[src/rtl/seg7_pkg.sv]
// rtl/seg7_pkg.sv - shared constants and polarity helpers for 7-segment display blocks
//
// Purpose: glyph table (logical form, 1 = lit, bits g..a), digit-count limit
// and helpers that map a logical segment pattern onto pin polarity.
// Ports: none (package).
package seg7_pkg;

   localparam int MAX_DIGITS = 8;

   // Hex glyphs 0-F, logical form, bit0 = a ... bit6 = g.
   localparam logic [6:0] GLYPHS [16] = '{
      7'h3F, 7'h06, 7'h5B, 7'h4F, 7'h66, 7'h6D, 7'h7D, 7'h07,
      7'h7F, 7'h6F, 7'h77, 7'h7C, 7'h39, 7'h5E, 7'h79, 7'h71
   };

   // Pin pattern for a logical segment pattern.
   function automatic logic [6:0] SEG_ON(input logic [6:0] lit, input logic active_low);
      return active_low ? ~lit : lit;
   endfunction

   // Pin pattern with every segment dark.
   function automatic logic [6:0] SEG_OFF(input logic active_low);
      return active_low ? 7'h7F : 7'h00;
   endfunction

endpackage

[src/rtl/seg7_glyph_rom.sv]
// rtl/seg7_glyph_rom.sv - hex nibble to logical 7-segment glyph
//
// Purpose: purely combinational lookup of the shared glyph table.
// Ports:
//   nibble  in  4  hex digit 0-F
//   glyph   out 7  logical segments (1 = lit), bit0 = a ... bit6 = g
module seg7_glyph_rom
   import seg7_pkg::*;
(
   input  logic [3:0] nibble,
   output logic [6:0] glyph
);

   assign glyph = GLYPHS[nibble];

endmodule

[src/rtl/seg7_scan_driver.sv]
// rtl/seg7_scan_driver.sv - time-multiplexed N-digit hex 7-segment scan driver
//
// Purpose: double-buffered (pending/active) digit registers, prescaled digit
// scan, leading-zero blanking, anti-ghosting gap and registered pin outputs.
// Ports:
//   clk         in  1             system clock, rising edge
//   rst_n       in  1             asynchronous active-low reset
//   enable      in  1             1 = scanning, 0 = display dark
//   load        in  1             strobe capturing value/dp_in/blank_lz
//   value       in  4*NUM_DIGITS  nibble i drives digit i (digit 0 rightmost)
//   dp_in       in  NUM_DIGITS    decimal point per digit
//   blank_lz    in  1             leading-zero blanking request
//   seg         out 7             segment pins, bit0 = a ... bit6 = g
//   dp          out 1             decimal point pin
//   dig_sel     out NUM_DIGITS    one-hot digit enable pins
//   frame_done  out 1             pulse after the last digit slot of a frame
module seg7_scan_driver
   import seg7_pkg::*;
#(
   parameter int   NUM_DIGITS     = 4,
   parameter int   SCAN_DIV       = 50000,
   parameter logic SEG_ACTIVE_LOW = 1'b1,
   parameter logic DIG_ACTIVE_LOW = 1'b1
) (
   input  logic                      clk,
   input  logic                      rst_n,
   input  logic                      enable,
   input  logic                      load,
   input  logic [4*NUM_DIGITS-1:0]   value,
   input  logic [NUM_DIGITS-1:0]     dp_in,
   input  logic                      blank_lz,
   output logic [6:0]                seg,
   output logic                      dp,
   output logic [NUM_DIGITS-1:0]     dig_sel,
   output logic                      frame_done
);

   localparam int CNT_W = $clog2(SCAN_DIV);
   localparam int IDX_W = (NUM_DIGITS > 1) ? $clog2(NUM_DIGITS) : 1;
   localparam logic [CNT_W-1:0] CNT_LAST = CNT_W'(SCAN_DIV - 1);
   localparam logic [IDX_W-1:0] IDX_LAST = IDX_W'(NUM_DIGITS - 1);
   localparam logic [NUM_DIGITS-1:0] DIG_OFF = {NUM_DIGITS{DIG_ACTIVE_LOW}};

   logic [CNT_W-1:0]        cnt;
   logic [IDX_W-1:0]        idx;

   logic [4*NUM_DIGITS-1:0] pend_value, act_value;
   logic [NUM_DIGITS-1:0]   pend_dp, act_dp;
   logic                    pend_blank, act_blank;
   // Valid flags keep the display dark after reset until real data is committed.
   logic                    pend_valid, act_valid;

   logic                    wrap;
   logic [NUM_DIGITS-1:0]   lz_mask;
   logic [3:0]              cur_nib;
   logic                    cur_dp;
   logic                    cur_blank;
   logic [NUM_DIGITS-1:0]   cur_onehot;
   logic [6:0]              cur_glyph;
   logic                    lit;

   assign wrap = enable && (cnt == CNT_LAST) && (idx == IDX_LAST);

   // Prescaler and digit index; both parked at 0 while disabled so that
   // re-enabling always starts at digit 0, slot cycle 0.
   always_ff @(posedge clk or negedge rst_n) begin
      if (!rst_n) begin
         cnt <= '0;
         idx <= '0;
      end else if (!enable) begin
         cnt <= '0;
         idx <= '0;
      end else if (cnt == CNT_LAST) begin
         cnt <= '0;
         idx <= (idx == IDX_LAST) ? '0 : idx + 1'b1;
      end else begin
         cnt <= cnt + 1'b1;
      end
   end

   always_ff @(posedge clk or negedge rst_n) begin
      if (!rst_n) begin
         pend_value <= '0;
         pend_dp    <= '0;
         pend_blank <= 1'b0;
         pend_valid <= 1'b0;
      end else if (load) begin
         pend_value <= value;
         pend_dp    <= dp_in;
         pend_blank <= blank_lz;
         pend_valid <= 1'b1;
      end
   end

   // Active copy only changes at a frame boundary (or at once when dark), so a
   // frame never mixes two loads. A load on the wrap cycle bypasses pending.
   always_ff @(posedge clk or negedge rst_n) begin
      if (!rst_n) begin
         act_value <= '0;
         act_dp    <= '0;
         act_blank <= 1'b0;
         act_valid <= 1'b0;
      end else if (load && (!enable || wrap)) begin
         act_value <= value;
         act_dp    <= dp_in;
         act_blank <= blank_lz;
         act_valid <= 1'b1;
      end else if (wrap) begin
         act_value <= pend_value;
         act_dp    <= pend_dp;
         act_blank <= pend_blank;
         act_valid <= pend_valid;
      end
   end

   // lz_mask[i]: blanking requested and every nibble from the top down to i is zero.
   always_comb begin
      logic run;
      lz_mask = '0;
      run     = act_blank;
      for (int i = NUM_DIGITS - 1; i >= 1; i--) begin
         run        = run && (act_value[i*4 +: 4] == 4'h0);
         lz_mask[i] = run;
      end
   end

   always_comb begin
      cur_nib    = 4'h0;
      cur_dp     = 1'b0;
      cur_blank  = 1'b0;
      cur_onehot = '0;
      for (int i = 0; i < NUM_DIGITS; i++) begin
         if (idx == IDX_W'(i)) begin
            cur_nib       = act_value[i*4 +: 4];
            cur_dp        = act_dp[i];
            cur_blank     = lz_mask[i];
            cur_onehot[i] = 1'b1;
         end
      end
   end

   seg7_glyph_rom u_glyph_rom (
      .nibble (cur_nib),
      .glyph  (cur_glyph)
   );

   assign lit = enable && act_valid;

   always_ff @(posedge clk or negedge rst_n) begin
      if (!rst_n) begin
         seg        <= SEG_OFF(SEG_ACTIVE_LOW);
         dp         <= SEG_ACTIVE_LOW;
         dig_sel    <= DIG_OFF;
         frame_done <= 1'b0;
      end else begin
         frame_done <= wrap;
         if (lit) begin
            seg     <= cur_blank ? SEG_OFF(SEG_ACTIVE_LOW) : SEG_ON(cur_glyph, SEG_ACTIVE_LOW);
            dp      <= cur_dp ^ SEG_ACTIVE_LOW;
            // Slot cycle 0 is a dark gap so the previous digit's segments never ghost.
            dig_sel <= (cnt == '0) ? DIG_OFF : (cur_onehot ^ DIG_OFF);
         end else begin
            seg     <= SEG_OFF(SEG_ACTIVE_LOW);
            dp      <= SEG_ACTIVE_LOW;
            dig_sel <= DIG_OFF;
         end
      end
   end

endmodule

[config.mk]
export PLATFORM = sky130hd
export DESIGN_NAME = seg7_scan_driver
export DESIGN_NICKNAME = d
export VERILOG_FILES = /design/src/rtl/seg7_pkg.sv /design/src/rtl/seg7_glyph_rom.sv /design/src/rtl/seg7_scan_driver.sv
export SDC_FILE = /design/constraint.sdc
export NUM_CORES = 1
export LEC_CHECK = 0
export ABC_AREA = 1
export BUFFER_PORTS_ARGS = -buffer_cell sky130_fd_sc_hd__buf_2
export CELL_PAD_IN_SITES_DETAIL_PLACEMENT = 0
export CELL_PAD_IN_SITES_GLOBAL_PLACEMENT = 1
export CORE_MARGIN = 2
export CORE_UTILIZATION = 40
export DETAILED_ROUTE_END_ITERATION = 12
export PLACE_DENSITY = 0.8
export SYNTH_ARGS = -nofsm -noshare
export SYNTH_HDL_FRONTEND = slang
export SYNTH_SLANG_ARGS = --single-unit
[constraint.sdc]
create_clock -name clk -period 2.1 [get_ports clk]
set_clock_uncertainty 0.05 [all_clocks]
set_input_delay 0.105 -clock clk [delete_from_list [all_inputs] [get_ports clk]]
set_output_delay 0.105 -clock clk [all_outputs]
set_load 0.01 [all_outputs]
* After elaboration in Yosys (flattened, before gate mapping)
Memories as Yosys holds them, arrays and structs flattened.
Index checks and enable logic that the tools add are counted.
** Storage, ports and cells
- Register bits :: 75
- Bits in read-only memories :: 112
- Input bits :: 25
- Output and inout port bits :: 13
- Word-level logic and storage cells :: 77
- Memories :: 1
** Operators by class
- Add/subtract/negate cells :: 2
- Order comparisons :: 1
- Eq/ne operators :: 5
- Mux-type cells :: 35
- Bitwise logic cells :: 4
- Reductions and logical operators :: 15
** Memories
- (name not given) :: depth 16, width 7, rd ports 1, clocked after Yosys merged registers in 0, wr ports 0, line seg7_glyph_rom.sv:14 : assign glyph = GLYPHS[nibble];
** Operators with widths (number)
- $mux 16 :: 4
- $mux 4 :: 8
- $mux 7 :: 4
- $add 16x1->16 const B :: 1
- $eq 16x16->1 const B :: 1
- $logic_not 16->1 :: 1
- $mux 1 :: 16
- $logic_not 4->1 :: 3
- $logic_and 1x1->1 :: 7
- $not 7->7 :: 1
- $mux 2 :: 3
- $ge 5x5->1 const B :: 1
- $not 4->5 :: 1
- $eq 2x2->1 const B :: 2
- $not 4->4 :: 1
- $add 2x1->2 const B :: 1
- $eq 2x1->1 const B :: 1
- $logic_not 2->1 :: 1
- $ne 2x1->1 const B :: 1
- $reduce_bool 2->1 :: 1
- $logic_not 1->1 :: 1
- $logic_or 1x1->1 :: 1
- $not 1->1 :: 1

* Logic depth before layout (Yosys ltp)
Gate-level depths: netlist of run 1.
- Depth in word-level cells :: 12
- Gate-level depth with buffers :: 13
- Mapped depth without buffers :: 13

* Cells and area by module
From an unflattened synthesis of run 1, not the netlist that was laid out.
** Second synthesis, totals
- Cells, all modules :: 492
- Area total of the unflattened synthesis :: 3890.0 um2
** Modules (own cells, without submodules)
- seg7_scan_driver :: instances 1, cells each 440, area each 3619.7 um2, sequential area each 1891.8 um2
- seg7_glyph_rom :: instances 1, cells each 52, area each 270.3 um2, sequential area each 0.0 um2

* Worst setup path after synthesis of run 1
Ideal clock, no wire load.
- Kind :: register -> register
- Start :: reg idx[0]
- End :: reg seg[3]
- Setup time :: 0.083 ns
- Arrival :: 1.921 ns
- Data required time :: 1.967 ns
- Slack :: 0.046 ns
- Cell stages (with the launch flop) :: 12
- Path buffers :: 1
- Clock period less this slack :: 2.054 ns
- Path through :: dfrtp_1 inv_1 ha_1 buf_2 a21oi_1 nand2_1 a21boi_1 inv_1 ha_1 nand3b_1 nand3_1 nand3_1
** On the way
- Longest elaborated chain between the ends :: 12
- Elaborated cells between the ends (all ways) :: 18
- Those cells by class :: eq/ne: 3; mux: 11; bitwise: 2; reduce/logical: 1; memory: 1
** RTL lines
- start: declaration :: line seg7_scan_driver.sv:45 : logic [IDX_W-1:0] idx;
- start signal: assignment :: line seg7_scan_driver.sv:75 : idx <= (idx == IDX_LAST) ? '0 : idx + 1'b1;
- $logic_not 2->1 :: line seg7_scan_driver.sv:133 : if (idx == IDX_W'(i)) begin
- $mux 4 (4 in series) :: line seg7_scan_driver.sv:133
- $not 4->5 (not written as such) :: line seg7_glyph_rom.sv:14
- $mem_v2 16x7
- $mux 7 (not written as such) (2 in series) :: line seg7_glyph_rom.sv:14
- $not 7->7 :: line seg7_pkg.sv:18 : return active_low ? ~lit : lit;
- $mux 7 (*) :: line seg7_scan_driver.sv:158 : seg <= cur_blank ? SEG_OFF(SEG_ACTIVE_LOW) : SEG_ON(cur_glyph, SEG_ACTIVE_LOW);
- $mux 7 (*) :: line seg7_scan_driver.sv:157 : if (lit) begin
- end signal: assignment :: line seg7_scan_driver.sv:151 : seg <= SEG_OFF(SEG_ACTIVE_LOW);
- end signal: assignment :: line seg7_scan_driver.sv:158
- end signal: assignment :: line seg7_scan_driver.sv:163 : seg <= SEG_OFF(SEG_ACTIVE_LOW);
- end: declaration :: line seg7_scan_driver.sv:32 : output logic [6:0] seg,
Mark *: on every way between the ends. The rest lies on a longest branch, timed or not. The select of a mux whose other input is x is not followed.
A chain may end at the register's enable or synchronous reset.

* Final worst setup path of run 1
Same ends and word-level chain as after synthesis.

==> results of run 1 <==
[routing by layer]
layer / vias up / track usage, % / wire, µm
met3: 16 / 4.41 / 351
met1: 1591 / 25.2 / 4470
met5: - / 0 / 0
met4: 0 / 7.89 / 185
met2: 82 / 29.3 / 4170
li1: 1737 / - / -
[worst register-to-register path, stage by stage (launching register included)]
cell	delay (ns)
dfrtp_1	0.40
buf_4	0.15
ha_4	0.17
a21oi_1	0.17
nand2_1	0.09
a21boi_2	0.15
inv_1	0.09
ha_1	0.27
nand3b_1	0.18
nand3_1	0.11
nand3_1	0.07
[area by class of cell]
class                      instances  area (µm²)
multi-input combinational        359        1830
clock inverter                     6         113
fill                             931        4760
clock buffer                      10         138
timing repair buffer              80         591
sequential                        75        1890
inverter                          41         154
tap                              133         166
[cell usage after synthesis (all sizes together)]
master / n
a21boi: 1
nand3b: 2
or2: 2
nor3: 8
ha: 12
o31ai: 1
nand4: 7
nand2: 169
a21oi: 14
nand3: 60
nor2: 39
buf: 8
dfrtp: 63
clkbuf: 7
o211ai: 5
inv: 41
a211oi: 1
xnor2: 1
nor4: 4
dfstp: 12
o21ai: 30
xor2: 3
[sequential cells by signal, summed over array words and instances, names as in the netlist]
register / flops
pend_blank: 1
pend_value: 16
act_blank: 1
pend_dp: 4
cnt: 16
idx: 2
seg: 7
act_dp: 4
dig_sel: 4
act_valid: 1
pend_valid: 1
frame_done: 1
act_value: 16
dp: 1
[layout by cell type (no fill, tap or decap), types with 2 or more instances in the layout]
cell	synthesis	layout
a21oi_1	13	13
ha_4	0	2
or2_2	2	2
inv_2	2	4
clkinv_4	0	2
nand3_2	10	10
nand3_1	50	50
clkbuf_8	0	10
ha_2	0	2
nand3b_1	2	2
ha_1	12	8
o21ai_0	26	26
buf_12	0	2
nand2_2	6	5
nor4_1	4	4
dfstp_2	12	12
nand4_1	6	6
nor2_1	36	36
dfrtp_1	63	63
xor2_1	3	3
inv_1	39	37
dlygate4sd3_1	0	22
nand2_1	163	163
nor3_1	7	7
nor2_4	2	2
bufinv_16	0	3
buf_4	0	20
buf_2	5	36
o21ai_1	3	3
o211ai_1	5	5
[power breakdown]
| part | switching, W | internal, W |
|---|---|---|
| combinational | 0.000257 | 0.000180 |
| sequential | 0.0000582 | 0.00156 |
| clock | 0.000544 | 0.000823 |
[cell families (layout without fill, tap and decap cells)]
family | Yosys count | count (layout)
fa+ha+maj | 12 | 12
xor+xnor | 4 | 4
compound gates | 52 | 52
buf+inv | 56 | 137
simple gates | 291 | 291
flops | 75 | 75
[repair_timing]
action	in CTS	in global routing
resized for setup	0	10
hold buffers	22	0
setup buffers	0	1
endpoints found under the setup margin	0	6
endpoints found under the hold margin	56	0
[worst paths after layout]
check	slack [ns]	start	to	depth (start not counted)
hold / removal	0.11	load	pend_value[3]$_DFFE_PN0P_	3
hold reg to reg	0.42	pend_valid$_DFFE_PN0P_	pend_valid$_DFFE_PN0P_	1
setup reg to reg	0.12	idx[0]$_DFFE_PN0P_	seg[3]$_DFF_PN1_	10
min in group asynchronous	0.20	rst_n	cnt[3]$_DFF_PN0_	2
max in group asynchronous	1.18	rst_n	dp$_DFF_PN1_	3
setup / recovery	0.12	idx[0]$_DFFE_PN0P_	seg[3]$_DFF_PN1_	10
[per-stage QoR]
step           setup WS [ns]  instances
6_report               0.120        704
5_1_grt               0.0205        704
4_1_cts               0.0938        703
3_5_place_dp           0.119        665
3_3_place_gp           0.185        665
2_1_floorplan         0.0458        490
==> qor.yml, run 1 <==
utilization_pct: 50.7
crit_top_cell: "nand3_1"
clkSinkCount: 75
antenna_found_initial: 0
synth_top_family_by_area: "simple AND/OR/NAND/NOR gates"
h-tree-depth: 3
path_cells: "buf_4, ha_4, a21oi_1, nand2_1, a21boi_2, inv_1, ha_1, nand3b_1, nand3_1, nand3_1"
avgSynthCellArea_um2: 8.01
diodes: 0
postRouteAntennaNets: 0
power_leakage_nw: 2.40
drive_gt1_share_pct: 21.0
synth.largest_area_cell: "dfrtp_1"
clk_path_buf_depth: 2
hold_viol_final: 0
fin_hold_ws_ns: 0.115
cp-start-kind: "flip-flop"
cts_root_buf: "clkbuf_8"
fin_crit_sh_pct: 94.3
grt-ovfl-total: 0
ys_types: 34
yosys_warnings: 0
maxCapViolations: 0
fmax_mhz: 505
synth_top_area_share_pct: 40.2
start_util_pct: 40.7
syn_inst: 490
clk_pin_slew_ns: 0.08
dr.pass1.iters: 4
first_global_vias: 3343
worstPathRequired_ns: 2.33
syn_nets: 527
path_class: "flip-flop to flip-flop"
numCtsBuffers: 9
die-area_mm2: 0.0106
cp_top_family: "simple AND/OR/NAND/NOR gates"
area_delta_synth_final_pct: 24.5
gp_congestion: 0.885
synth_fa_ha_area_share_pct: 3.83
vdd_drop_max_uv: 434
grt_max_degree: 41
io_buffers: 37
vias_per_cell: 4.87
row_count: 36
grt_pass1_wl_mm: 15.5
fin_area_mm2: 0.00488
path_buf_inv: 2
fin_tns_setup_ns: 0
min_period_ns: 1.98
cts_tree: "done"
synth_area_leaders: "dfrtp_1 (40%), nand2_1 (16%), dfstp_2 (8.0%), nand3_1 (6.4%), ha_1 (3.8%)"
clkLatencyLatePin_ns: 0.36
slew_viol_final: 0
vias: 3426
crit_path_max_fanout: 4
wirelength_mm: 9.18
synth_area_mm2: 0.00392
crit_path_end_kind: "flip-flop"
core_area_mm2: 0.00964
crit_arrival_ns: 2.21
power_w: 0.00343
post_drt_wl_per_cell_um: 13.0
power_density_mw_per_mm2: 702
max_stage_delay_ns: 0.40
route.detailed.drc: 0
setup_violations: 0
synthMuxAreaShare_pct: 0
ios: 38
die_w_um: 103
final_nets: 603
max-slew-margin-rel_pct: 55.1
synth_simple_gate_area_share_pct: 33.4
holdCritPathClass: "input port to flip-flop"
drt_iter0_markers: 161
synth_compound_area_share_pct: 7.53
rsz0062_at_grt: "false"
ys_seq_area_share_pct: 48.2
groute.usage.overall_pct: 18.8
synth_xor_area_share_pct: 0.893
die_h_um: 103
ys_ff_latch: 75
tightest_slew_ns: 0.673
cp_slowest_cell: "dfrtp_1"
outcome: "finished, final reports clean"
dp.final_hpwl_mm: 6.45
place_area_mm2: 0.00437
Power figures use the tool's default switching activity.
==> inputs of run 2 (changes only) <==
Settings changed: ABC_AREA 1 to default, PLACE_DENSITY 0.8 to 0.78.
==> run 2 against run 1 <==
  * Synthesized cell count shrank 23%
  * The flow now finishes with violations (negative setup slack)
  * Setup slack worse by 0.29 ns
  * Die area fell by 7.9%
  * Clock power down 20%
  * Hold slack lost 0.071 ns
  * First-iteration DRC count decreased by 7.5%
  * Critical path depth shrank 5
  * Fmax decreased by 13%
  * Non-clock buffer count rose by 39
  * Highest routed layer unchanged
  * Routed wire length shrank 1.1%
==> qor.yml, run 2 <==
outcome: "complete, but fails checks"  # was finished, final reports clean
violations: "negative setup slack"
synthMuxAreaShare_pct: 0.834  # was 0%
clkLatencyLatePin_ns: 0.36  # about the same
grt-ovfl-total: 0  # unchanged
final_common_cell: "nor2_1"  # was nand2_1
clkSinkCount: 75  # unchanged
ff2ff_setup_slack_ns: -0.17  # was 0.12 ns
route.detailed.drc: 0  # unchanged
p_comb_share_pct: 19.3  # was 12.8%
worstPathRequired_ns: 2.34  # was 2.33 ns
final_cell_mix: "nor2_1 (65), dfrtp_1 (63), nand2_1 (38), buf_4 (38), buf_2 (37)"  # was nand2_1 (163), dfrtp_1 (63), nand3_1 (50), inv_1 (37)
postRouteAntennaNets: 0  # unchanged
vdd_drop_max_uv: 372  # was 434 µV
rr_endpoint: "idx[0]$_DFFE_PN0P_"  # was seg[3]$_DFF_PN1_
dp_slack_ns: -0.224  # was 0.119 ns
hold_depth: 2  # was 3
hold_end: "pend_valid$_DFFE_PN0P_"  # was pend_value[3]$_DFFE_PN0P_
syn_nets: 415  # was 527
yosysMostFrequentCell: "nor2_1"  # was nand2_1
power_density_mw_per_mm2: 659  # was 702 mW/mm²
slew_viol_final: 0  # unchanged
gp_congestion: 0.767  # was 0.885
power_frac_clock_pct: 32.3  # was 39.9%
avgSynthCellArea_um2: 9.52  # was 8.01 µm²
ys.flop_type: "dfrtp_1"  # unchanged
crit_arrival_ns: 2.51  # was 2.21 ns
setup_violations: 41  # was 0
path_class: "flip-flop to flip-flop"  # unchanged
area_delta_synth_final_pct: 43.3  # was 24.5%
start_util_pct: 41.3  # was 40.7%
vias_per_cell: 5.19  # was 4.87
post_drt_wl_per_cell_um: 15.1  # was 13.0 µm
synth_top_area_share_pct: 43.8  # was 40.2%
drt_iter0_markers: 149  # was 161
final_nets: 526  # was 603
fmax_mhz: 440  # was 505 MHz
max-slew-margin-rel_pct: 56.4  # was 55.1%
cp-start-kind: "flip-flop"  # unchanged
ys_ff_latch: 75  # unchanged
synth-async-reset-ratio_pct: 100  # unchanged
first_global_vias: 3109  # was 3343
largestRegisters: "act_value (16), cnt (16), pend_value (16)"  # unchanged
power_leakage_nw: 2.29  # was 2.40 nW
hold_viol_final: 0  # unchanged
synth_top_family_by_area: "simple AND/OR/NAND/NOR gates"  # unchanged
holdCritPathClass: "input port to flip-flop"  # unchanged
synth.largest_area_cell: "dfrtp_1"  # unchanged
synth_simple_gate_area_share_pct: 19.8  # was 33.4%
core_area_mm2: 0.00872  # was 0.00964 mm²
synth-edff-count: 0  # unchanged
hold_start: "load"  # unchanged
io_buffers: 37  # unchanged
antenna_found_initial: 0  # unchanged
synth_compound_area_share_pct: 13.8  # was 7.53%
grt_pass1_wl_mm: 15.0  # was 15.5 mm
power.net_switching_w: 0.000942  # was 0.000860 W
utilization_pct: 59.1  # was 50.7%
path_buf_inv: 0  # was 2
clk_pin_slew_ns: 0.08  # about the same
wirelength_mm: 9.07  # was 9.18 mm
power_frac_seq_pct: 48.4  # was 47.3%
clk_path_buf_depth: 2  # unchanged
dp.final_hpwl_mm: 5.82  # was 6.45 mm
switching_share_pct: 27.7  # was 25.1%
synth_xor_area_share_pct: 3.41  # was 0.893%
die_w_um: 98.9  # was 103 µm
min_period_ns: 2.27  # was 1.98 ns
drive_gt1_share_pct: 35.6  # was 21.0%
intPower_w: 0.00246  # was 0.00257 W
worst_slack_ns: -0.175  # was 0.120 ns
rsz0062_at_grt: "true"  # was false
ios: 38  # unchanged
die_h_um: 98.9  # was 103 µm
r2r_cells: 5  # was 10
cts_tree: "done"  # unchanged
synth_area_leaders: "dfrtp_1 (44%), dfstp_2 (8.8%), nor2_1 (6.9%), a221oi_1 (5.4%), ha_1 (4.2%)"  # was dfrtp_1 (40%), nand2_1 (16%), dfstp_2 (8.0%), nand3_1 (6.4%), ha_1 (3.8%)
dr.pass1.iters: 4  # unchanged
fin_tns_setup_ns: -4.00  # was 0 ns
h-tree-depth: 3  # unchanged
cp_top_family: "simple AND/OR/NAND/NOR gates"  # unchanged
cp_slowest_cell: "or4_4"  # was dfrtp_1
synth_fa_ha_area_share_pct: 4.17  # was 3.83%
crit_path_end_kind: "flip-flop"  # unchanged
syn_inst: 378  # was 490
max_stage_delay_ns: 0.53  # was 0.40 ns
synth_area_mm2: 0.00360  # was 0.00392 mm²
cts_root_buf: "clkbuf_8"  # unchanged
maxCapViolations: 0  # unchanged
die-area_mm2: 0.00977  # was 0.0106 mm²
yosys_warnings: 0  # unchanged
rr_startpoint: "cnt[4]$_DFF_PN0_"  # was idx[0]$_DFFE_PN0P_
ys_seq_area_share_pct: 52.6  # was 48.2%
diodes: 0  # unchanged
fin_crit_sh_pct: 108  # was 94.3%
path_cells: "or4_4, or4_1, or3_4, or3_1, a21oi_2"  # was buf_4, ha_4, a21oi_1, nand2_1, a21boi_2, inv_1, ha_1, nand3b_1, nand3_1, nand3_1
ys_types: 45  # was 34
crit_path_max_fanout: 3  # was 4
grt_max_degree: 49  # was 41
vias: 3124  # was 3426
numCtsBuffers: 9  # unchanged
tightest_slew_ns: 0.654  # was 0.673 ns
synthTopCellsByCount: "nor2_1 (66), dfrtp_1 (63), nand2_1 (40), inv_1 (31), o21ai_0 (24)"  # was nand2_1 (163), dfrtp_1 (63), nand3_1 (50), inv_1 (39), nor2_1 (36)
groute.usage.overall_pct: 19.2  # was 18.8%
row_count: 34  # was 36
-- run 2: cell count changes after synthesis, moves of 7 or more --
cell,before,now
nand2_1,163,40
nand3_1,50,5
nor2_1,36,66
a221oi_1,0,22
clkbuf_1,6,16
nand3_2,10,0
nor2b_1,0,9
inv_1,39,31
a21oi_1,13,6
-- run 2: cell type report --
cell class	instances	area (µm²)
Clock buffer	10	128
Clock inverter	6	65.1
Fill cell	736	3560
Inverter	31	126
Multi-Input combinational cell	253	1820
Sequential cell	75	1890
Tap cell	108	135
Timing Repair Buffer	119	990
-- run 2: layer usage --
layer	vias up	track usage, %	routed length [µm]
li1	1520	-	-
met1	1529	26.3	4190
met2	62	30.5	4430
met3	13	4.68	337
met4	0	5.06	110
met5	-	0	0
-- run 2: worst max path at each step --
stage | start | endpoint | slack [ns] | cells after the start
after floorplan | cnt[4]$_DFF_PN0_ | idx[0]$_DFFE_PN0P_ | -0.21 | 6
after global routing | cnt[4]$_DFF_PN0_ | idx[0]$_DFFE_PN0P_ | -0.25 | 5
after global placement | idx[0]$_DFFE_PN0P_ | act_value[4]$_DFFE_PN0P_ | -0.16 | 7
after detailed placement | idx[0]$_DFFE_PN0P_ | act_dp[0]$_DFFE_PN0P_ | -0.22 | 7
after CTS | cnt[4]$_DFF_PN0_ | idx[0]$_DFFE_PN0P_ | -0.16 | 5
final | cnt[4]$_DFF_PN0_ | idx[0]$_DFFE_PN0P_ | -0.17 | 5
-- run 2: power groups by stage --
| stage | Sequential (W) | Clock (W) | Combinational [W] |
|---|---|---|---|
| after floorplan | 0.00167 | 0 | 0.000252 |
| after global placement | 0.00167 | 0 | 0.000451 |
| after detailed placement | 0.00167 | 0 | 0.000464 |
| after CTS | 0.00164 | 0.00112 | 0.000546 |
| after global routing | 0.00166 | 0.00119 | 0.000727 |
| final | 0.00164 | 0.00110 | 0.000657 |
-- run 2: cell families after synthesis --
family / Yosys count
mux: 3
simple gates: 153
flops: 75
compound gates: 71
buf+inv: 50
xor+xnor: 14
fa+ha+maj: 12
-- run 2: stage by stage --
step / cells / instance area, µm² / power [W] / hold slack [ns]
2_1_floorplan: 378 / 3620 / 0.00192 / -0.241
3_3_place_gp: 548 / 4240 / 0.00212 / 0.112
3_5_place_dp: 548 / 4240 / 0.00213 / 0.121
4_1_cts: 595 / 4900 / 0.00331 / 0.0261
5_1_grt: 602 / 5160 / 0.00358 / 0.0409
6_report: 602 / 5160 / 0.00340 / 0.0442
-- run 2: what timing repair did --
action                                  4_1_cts  5_1_grt
pin swaps                                    11       22
resized for setup                            31       51
buffers inserted                              7       10
endpoints found under the setup margin       46       47
hold endpoints to repair                     52        0
hold buffers                                 23        0
cloned                                        1        1
==> inputs of run 3 (changes only) <==
Settings changed: MAX_ROUTING_LAYER from default to met4.
==> run 3 against run 2 <==
  * The run still ends with negative setup slack left
  * Total power grew 3.6%
  * Routed wire length rose by 2.3%
  * Final cell count is 0.33% higher
  * Clock power increased by 14%
  * Flip-flop and latch count stayed put
  * Sequential share of layout area decreased by 0.15 points
  * Fmax down 2.1%
  * Final area increased by 0.41%
  * First-iteration DRC count down 14%
  * Sequential power about the same
  * Critical path type unchanged
==> qor.yml, run 3 (synthesis results as in run 2) <==
cp-endpoint: "idx[0]$_DFFE_PN0P_"  # unchanged
diodes: 0  # unchanged
core_area_mm2: 0.00872  # unchanged
grt_pass1_wl_mm: 14.6  # was 15.0 mm
postRouteAntennaNets: 0  # unchanged
ios: 38  # unchanged
place_area_mm2: 0.00425  # was 0.00424 mm²
final_cell_mix: "nor2_1 (63), dfrtp_1 (63), buf_4 (40), nand2_1 (38), buf_2 (37)"  # was nor2_1 (65), dfrtp_1 (63), nand2_1 (38), buf_4 (38), buf_2 (37)
max-slew-margin-rel_pct: 56.7  # was 56.4%
clkLatencyLatePin_ns: 0.36  # about the same
tightest_slew_ns: 0.650  # was 0.654 ns
grt_max_degree: 49  # unchanged
largestRegisters: "act_value (16), cnt (16), pend_value (16)"  # unchanged
top_layer_used: "met4"  # unchanged
clk_pin_slew_ns: 0.08  # about the same
vias: 3120  # was 3124
antenna_found_initial: 0  # unchanged
first_global_vias: 3093  # was 3109
dp_slack_ns: -0.216  # was -0.224 ns
fin_tns_setup_ns: -4.51  # was -4.00 ns
wl_met1_mm: 4.19  # about the same
met3_length_um: 418  # was 337 µm
route.detailed.drc: 0  # unchanged
wirelength_mm: 9.28  # was 9.07 mm
io_buffers: 37  # unchanged
drive_gt1_share_pct: 35.9  # was 35.6%
slew_viol_final: 0  # unchanged
dp.cells: 549  # was 548
die_h_um: 98.9  # unchanged
die_w_um: 98.9  # unchanged
min_period_ns: 2.32  # was 2.27 ns
holdCritPathClass: "input port to flip-flop"  # unchanged
numCtsBuffers: 9  # unchanged
fin_crit_sh_pct: 111  # was 108%
clkSinkCount: 75  # unchanged
groute.usage.overall_pct: 19.2  # about the same
worstPathRequired_ns: 2.33  # was 2.34 ns
rr_startpoint: "cnt[4]$_DFF_PN0_"  # unchanged
startpoint: "cnt[4]$_DFF_PN0_"  # unchanged
rr_endpoint: "idx[0]$_DFFE_PN0P_"  # unchanged
worst_slack_ns: -0.224  # was -0.175 ns
cts_tree: "done"  # unchanged
wl_met2_mm: 4.46  # was 4.43 mm
hold_viol_final: 0  # unchanged
violations: "negative setup slack"  # unchanged
power_density_mw_per_mm2: 680  # was 659 mW/mm²
cts_root_buf: "clkbuf_8"  # unchanged
path_class: "flip-flop to flip-flop"  # unchanged
crit_path_max_fanout: 3  # unchanged
start_util_pct: 41.3  # unchanged
ff2ff_setup_slack_ns: -0.22  # was -0.17 ns
setup_violations: 39  # was 41
h-tree-depth: 3  # unchanged
cp-start-kind: "flip-flop"  # unchanged
drt_iter0_markers: 128  # was 149
crit_arrival_ns: 2.56  # was 2.51 ns
vdd_drop_max_uv: 520  # was 372 µV
row_count: 34  # unchanged
power_leakage_nw: 2.29  # about the same
fin_area_mm2: 0.00518  # was 0.00516 mm²
final_cells: 604  # was 602
dr.pass1.iters: 4  # unchanged
dp.final_hpwl_mm: 5.87  # was 5.82 mm
post_drt_wl_per_cell_um: 15.4  # was 15.1 µm
clk_path_buf_depth: 2  # unchanged
outcome: "complete, but fails checks"  # unchanged
final_nets: 528  # was 526
rsz0062_at_grt: "true"  # unchanged
area_delta_synth_final_pct: 43.9  # was 43.3%
grt-ovfl-total: 0  # unchanged
maxCapViolations: 0  # unchanged
vias_per_cell: 5.17  # was 5.19
die-area_mm2: 0.00977  # unchanged
crit_path_end_kind: "flip-flop"  # unchanged
fmax_mhz: 430  # was 440 MHz
gp_congestion: 0.797  # was 0.767
r2r_cells: 5  # unchanged
-- run 3: what timing repair did --
| action | CTS | global route |
|---|---|---|
| hold buffers | 23 | 0 |
| endpoints found under the hold margin | 54 | 0 |
| buffers inserted | 11 | 6 |
| cloned | 1 | 1 |
| pin swaps | 6 | 16 |
| endpoints found under the setup margin | 47 | 47 |
| resized for setup | 28 | 59 |
-- run 3: worst max-delay path, cell delays in order (launching register included) --
cell     delay (ns)
dfrtp_1        0.38
or4_4          0.54
or4_1          0.43
or3_4          0.36
or3_4          0.35
a21oi_2        0.14
-- run 3: area by class of cell --
type                    instances  area (µm²)
clock buffers                   9         124
clock inverters                 7         101
fillers                       730        3540
inverters                      31         121
multi-input cells             253        1820
flip-flops and latches         75        1890
well taps                     108         135
repair buffers                121         982
-- run 3: per-stage QoR --
stage | hold slack [ns] | power [W] | utilization (%)
3_5_place_dp | 0.132 | 0.00214 | 48.7
3_3_place_gp | 0.117 | 0.00212 | 48.7
4_1_cts | 0.0686 | 0.00346 | 56.7
5_1_grt | 0.0963 | 0.00367 | 59.4
6_report | 0.0757 | 0.00352 | 59.4
2_1_floorplan | -0.241 | 0.00192 | -
-- run 3: metal layers --
metal,vias up,GRT usage (%)
li1,1523,-
met1,1502,24.7
met2,69,30.1
met3,26,4.47
met4,0,6.53
met5,-,-
-- run 3: worst min-delay path by stage --
stage / from / end / depth (start not counted)
after floorplan: rst_n / act_blank$_DFFE_PN0P_ / 0
after global placement: rst_n / cnt[6]$_DFF_PN0_ / 1
after detailed placement: rst_n / cnt[6]$_DFF_PN0_ / 1
after CTS: enable / cnt[1]$_DFF_PN0_ / 2
after global routing: load / pend_value[14]$_DFFE_PN0P_ / 3
final: load / pend_dp[0]$_DFFE_PN0P_ / 3
-- run 3: power by group --
| group | internal [W] | total (W) | leakage (nW) | switching (W) |
|---|---|---|---|---|
| clock | 0.000676 | 0.00125 | 0.106 | 0.000571 |
| combinational | 0.000309 | 0.000627 | 1.29 | 0.000318 |
| sequential | 0.00158 | 0.00165 | 0.893 | 0.0000685 |
| total | 0.00256 | 0.00352 | 2.29 | 0.000958 |
